### src/rtl/spi_pkg.sv
// Shared SPI definitions for the link transmitter and receiver.
// Holds the default word width, the receiver FSM state type and the
// SPI mode (CPOL=0, CPHA=0) that both ends of the link agree on.
package spi_pkg;

    localparam int SPI_DATA_W = 8;

    typedef enum logic [0:0] {
        IDLE   = 1'b0,
        ACTIVE = 1'b1
    } spi_state_e;

    typedef struct packed {
        logic cpol;
        logic cpha;
    } spi_mode_t;

    // Mode 0: SCK idles low, data sampled on the rising edge.
    localparam spi_mode_t SPI_MODE = '{cpol: 1'b0, cpha: 1'b0};

endpackage

### src/rtl/spi_rx_slave_sync_bit.sv
// sync_bit: multi-flop synchronizer for one asynchronous input bit.
// Ports:
//   i_clk  - destination clock
//   i_rst  - asynchronous active-high reset, loads RST_VAL into every stage
//   i_d    - asynchronous input
//   o_q    - synchronized output (STAGES clk cycles of latency)
module sync_bit
    import spi_pkg::*;
#(
    parameter int   STAGES  = 2,
    parameter logic RST_VAL = 1'b0
) (
    input  logic i_clk,
    input  logic i_rst,
    input  logic i_d,
    output logic o_q
);

    logic [STAGES-1:0] r_chain;

    // Synchronizer flop chain; reset loads the idle level of the line.
    always_ff @(posedge i_clk or posedge i_rst) begin
        if (i_rst) begin
            r_chain <= {STAGES{RST_VAL}};
        end else begin
            r_chain <= {r_chain[STAGES-2:0], i_d};
        end
    end

    assign o_q = r_chain[STAGES-1];

endmodule

### src/rtl/spi_rx_slave.sv
// spi_rx_slave: SPI mode-0 receiver, oversampled in the local clock domain.
// Ports:
//   i_clk, i_rst          - system clock, asynchronous active-high reset
//   i_sck, i_cs_n, i_mosi - raw SPI pins (asynchronous to i_clk)
//   o_rx_data             - last accepted word (MSB received first)
//   o_rx_valid            - o_rx_data holds an unread word
//   i_rx_ready            - consumer takes the word when valid && ready
//   o_overrun             - sticky: a completed word was dropped
//   i_overrun_clr         - one-cycle pulse clearing o_overrun
//   o_busy                - a transfer is active
module spi_rx_slave
    import spi_pkg::*;
#(
    parameter int DATA_W      = SPI_DATA_W,
    parameter int SYNC_STAGES = 2
) (
    input  logic              i_clk,
    input  logic              i_rst,
    input  logic              i_sck,
    input  logic              i_cs_n,
    input  logic              i_mosi,
    output logic [DATA_W-1:0] o_rx_data,
    output logic              o_rx_valid,
    input  logic              i_rx_ready,
    output logic              o_overrun,
    input  logic              i_overrun_clr,
    output logic              o_busy
);

    localparam int              CNT_W    = $clog2(DATA_W);
    localparam logic [CNT_W-1:0] LAST_BIT = CNT_W'(DATA_W - 1);

    logic              w_sck_s;
    logic              w_cs_n_s;
    logic              w_mosi_s;
    logic              w_sck_rise;
    logic              w_shift;
    logic              r_sck_d;
    spi_state_e        r_state;
    spi_state_e        w_state_nxt;
    logic [CNT_W-1:0]  r_bit_cnt;
    logic [DATA_W-1:0] r_shreg;
    logic              r_done;
    logic [DATA_W-1:0] r_rx_data;
    logic              r_rx_valid;
    logic              r_overrun;

    // All three lines share one depth so MOSI keeps its skew relative to SCK.
    sync_bit #(.STAGES(SYNC_STAGES), .RST_VAL(1'b0)) u_sync_sck (
        .i_clk (i_clk), .i_rst (i_rst), .i_d (i_sck),  .o_q (w_sck_s)
    );
    sync_bit #(.STAGES(SYNC_STAGES), .RST_VAL(1'b1)) u_sync_cs_n (
        .i_clk (i_clk), .i_rst (i_rst), .i_d (i_cs_n), .o_q (w_cs_n_s)
    );
    sync_bit #(.STAGES(SYNC_STAGES), .RST_VAL(1'b0)) u_sync_mosi (
        .i_clk (i_clk), .i_rst (i_rst), .i_d (i_mosi), .o_q (w_mosi_s)
    );

    assign w_sck_rise = w_sck_s & ~r_sck_d;
    // A rise only counts while selected; rises racing the deselect are dropped.
    assign w_shift    = (r_state == ACTIVE) && !w_cs_n_s && w_sck_rise;

    // FSM state register and delayed SCK sample for edge detection.
    always_ff @(posedge i_clk or posedge i_rst) begin
        if (i_rst) begin
            r_state <= IDLE;
            r_sck_d <= 1'b0;
        end else begin
            r_state <= w_state_nxt;
            r_sck_d <= w_sck_s;
        end
    end

    // FSM next state: chip select alone drives IDLE/ACTIVE.
    always_comb begin
        w_state_nxt = r_state;
        case (r_state)
            IDLE: begin
                if (!w_cs_n_s) begin
                    w_state_nxt = ACTIVE;
                end else begin
                    w_state_nxt = IDLE;
                end
            end
            ACTIVE: begin
                if (w_cs_n_s) begin
                    w_state_nxt = IDLE;
                end else begin
                    w_state_nxt = ACTIVE;
                end
            end
            default: w_state_nxt = IDLE;
        endcase
    end

    // Bit counter and shift register; r_done pulses when a word completes.
    always_ff @(posedge i_clk or posedge i_rst) begin
        if (i_rst) begin
            r_bit_cnt <= '0;
            r_shreg   <= '0;
            r_done    <= 1'b0;
        end else begin
            r_done <= 1'b0;
            if ((r_state == ACTIVE) && w_cs_n_s) begin
                r_bit_cnt <= '0;
            end else if (w_shift) begin
                r_shreg <= {r_shreg[DATA_W-2:0], w_mosi_s};
                if (r_bit_cnt == LAST_BIT) begin
                    r_bit_cnt <= '0;
                    r_done    <= 1'b1;
                end else begin
                    r_bit_cnt <= r_bit_cnt + CNT_W'(1);
                end
            end
        end
    end

    // Output word register with valid/ready handshake and sticky overrun.
    // A completion in the same cycle as a handshake replaces the word.
    always_ff @(posedge i_clk or posedge i_rst) begin
        if (i_rst) begin
            r_rx_data  <= '0;
            r_rx_valid <= 1'b0;
            r_overrun  <= 1'b0;
        end else begin
            if (r_done) begin
                if (!r_rx_valid || i_rx_ready) begin
                    r_rx_data  <= r_shreg;
                    r_rx_valid <= 1'b1;
                end
            end else if (r_rx_valid && i_rx_ready) begin
                r_rx_valid <= 1'b0;
            end
            if (r_done && r_rx_valid && !i_rx_ready) begin
                r_overrun <= 1'b1;
            end else if (i_overrun_clr) begin
                r_overrun <= 1'b0;
            end
        end
    end

    assign o_rx_data  = r_rx_data;
    assign o_rx_valid = r_rx_valid;
    assign o_overrun  = r_overrun;
    assign o_busy     = (r_state == ACTIVE);

endmodule

### config.mk
export PLATFORM = sky130hd
export DESIGN_NAME = spi_rx_slave
export DESIGN_NICKNAME = d
export VERILOG_FILES = /design/src/rtl/spi_pkg.sv /design/src/rtl/spi_rx_slave_sync_bit.sv /design/src/rtl/spi_rx_slave.sv
export SDC_FILE = /design/constraint.sdc
export NUM_CORES = 1
export LEC_CHECK = 0
export CORE_MARGIN = 4
export CORE_UTILIZATION = 48
export CTS_CLUSTER_SIZE = 28
export DETAILED_ROUTE_END_ITERATION = 6
export GPL_TIMING_DRIVEN = 1
export PLACE_DENSITY_LB_ADDON = 0.15
export SLEW_MARGIN = 10
export SYNTH_ARGS = -nofsm -noshare
export SYNTH_HDL_FRONTEND = slang
export SYNTH_SLANG_ARGS = --single-unit
### constraint.sdc
create_clock -name i_clk -period 1.5 [get_ports i_clk]
set_input_delay 0.225 -clock i_clk [delete_from_list [all_inputs] [get_ports i_clk]]
set_output_delay 0.225 -clock i_clk [all_outputs]
set_load 0.1 [all_outputs]
==> impl_metrics.ini <==
[status]
outcome = complete, no violations

[setup_path]
required_ns = 1.71
start_kind = flip-flop
worstPathArrival_ns = 1.54
end_kind = flip-flop
critPathKind = reg -> reg
critPathMaxStageDelay_ns = 0.48
path_cells = and4bb_4, mux2_2
worstPathMaxFanout = 12
cpLargestDelayFamily = simple AND/OR/NAND/NOR gates
crit_buf_inv = 0
cp_slowest_cell = and4bb_4

[place]
hpwl_mm = 1.16
place_ws_ns = 0.0254
io_buffers = 17
place_inst = 114
gp_congestion = 0.696

[final_layout]
area_delta_synth_final_pct = 35.7
post-route-util_pct = 68.2
diodes = 0
nFillCells = 170
final_cell_mix = dfrtp_1 (26), buf_12 (12), mux2_2 (10)
ff_latch_area_sq_um = 758
multiInputGateArea_sq_um = 329
fin_cells = 122
fin_nets = 102
drive_gt1_share_pct = 47.9
final_common_cell = dfrtp_1

[floorplan]
rows = 17
die_w_microns = 56.1
die-height_microns = 56.1
ios = 18
fp.dieArea_sq_um = 3150
start_util_pct = 50.3
core-area_sq_um = 2210

[clock_tree]
hold_buffers = 0
clock-sinks = 30
cts_buffers = 5
cts_setup_buffers = 0
cts_max_level = 2
path_clk_slew_ns = 0.09
cts_tree = yes
post_cts_resized = 0
root_buffer = clkbuf_4
clk_latency_ns = 0.32
cts_buffer_depth = 2

[routing]
drtIter0Drc = 3
drc = 0
final_antenna_net_count = 0
num_vias = 610
avgViaCountPerCell = 5.00
wl_per_cell_microns = 13.4
routed_wl_mm = 1.64
drt-pass1-iter-count = 2

[power]
switching_share_pct = 22.6
p_comb_share_pct = 9.3
p_seq_share_pct = 60.0
switchingPower_w = 0.000350
vdd_drop_max_uv = 913
power.density_nw_per_um2 = 1030
p_leak_nw = 0.719
intPower_w = 0.00120
pwr-share-clk_pct = 30.6

[synth]
yosysSeqAreaShare_pct = 67.7
synthesis.area_sq_um = 1110
syn-num-nets = 77
yosysTopAreaCellShare_pct = 63.0
postSynthAreaPerCell_sq_um = 16.4
synth-seq-cells = 30
postSynthCellCount = 68
yosysWarnings = 0
synthDistinctLibCells = 18
synth_area_leaders = dfrtp_1 (63%), mux2_2 (10%), mux2_4 (8.1%)
yosys.area.top_type = dfrtp_1

[sta]
max_slew.worst_pin.slew_ns = 0.299
max_slew_margin_pct = 79.8
fin_skew_ns = 0.00908
fin_crit_ns = 1.33
setup_ws_ns = 0.170
fin_setup_tns_ns = 0
setup_violations = 0
hold_violations = 0
rsz0062_at_grt = no
max_freq_mhz = 752
period_share_pct = 88.7
maxSlewViolCount = 0

[global_routing]
grt_pass1_vias = 621
grt.total_usage_pct = 12.4
grt.overflow.total = 0
grt_pass1_wl_mm = 2.87
grt_max_degree = 31
antenna_found_initial = 0

[run]
max_cap_violations = 0

[min_path]
hold_path.class = in -> async
[cells in the mapped netlist (all sizes together)]
cell	instances
dfrtp	28
mux2	16
inv	5
nand2	3
a22o	2
dfstp	2
ha	2
nand2b	2
and2	1
and2b	1
and4bb	1
buf	1
nor2	1
o21ai	1
o22ai	1
o311ai	1
[state kept, by name, summed over array words and instances, names as in the netlist]
| name | count |
|---|---|
| u_sync_cs_n.r_chain | 2 |
| r_shreg | 8 |
| o_rx_valid | 1 |
| u_sync_sck.r_chain | 2 |
| r_sck_d | 1 |
| o_rx_data | 8 |
| u_sync_mosi.r_chain | 2 |
| o_overrun | 1 |
| r_done | 1 |
| o_busy | 1 |
| r_bit_cnt | 3 |
[path summary, 6_finish.rpt]
path / startpoint / endpoint / slack [ns] / depth (start not counted)
worst min-delay path: i_rst / r_shreg[6] / 0.22 / 3
min in group i_clk: i_cs_n / u_sync_cs_n.r_chain[0] / 0.30 / 1
worst min register to register: u_sync_mosi.r_chain[0] / u_sync_mosi.r_chain[1] / 0.35 / 0
worst max register to register: r_sck_d / r_shreg[5] / 0.17 / 2
worst max-delay path: r_sck_d / r_shreg[5] / 0.17 / 2
max in group asynchronous: i_rst / u_sync_cs_n.r_chain[1] / 1.04 / 3
[metrics by stage]
step	power [W]	area, sq um	hold slack (ns)
floorplan	0.00104	1120	0.229
global placement	0.00109	1450	0.334
detailed placement	0.00109	1450	0.336
CTS	0.00158	1510	0.219
global route	0.00164	1510	0.225
finish	0.00155	1510	0.224
[power by group through the flow]
stage	Sequential (W)	Combinational, W	Clock (W)
after floorplan	0.000936	0.000100	0
after global placement	0.000942	0.000145	0
after detailed placement	0.000947	0.000148	0
after CTS	0.000931	0.000148	0.000499
after global routing	0.000942	0.000156	0.000546
final	0.000931	0.000145	0.000476
[final cells by class]
type	instances	share of cell area, %
clock buffer	7	3.65
clock inverter	1	0.332
inverter	5	1.24
multi-input combinational	32	21.8
sequential	30	50.2
tap	28	2.32
timing repair buffer	19	20.4
[tightest hold or removal path, stage by stage]
cell	delay (ns)
clkdlybuf4s50_1	0.39
inv_1	0.09
buf_12	0.19
[metal layers]
metal / track usage, % / vias to the layer above / share of wire, %
met2: 16.4 / 18 / 45
met3: 6.73 / 7 / 8.1
met4: 7.12 / 0 / 2.7
met1: 15.8 / 304 / 44
met5: 0 / - / 0
li1: - / 281 / -
[cell families after synthesis]
group,Yosys count,share of synthesized area (%)
compound gates,5,3.60
fa+ha+maj,2,2.25
buf+inv,6,2.70
flops,30,67.7
mux,16,18.2
simple gates,9,5.51
Power figures use the tool's default switching activity.
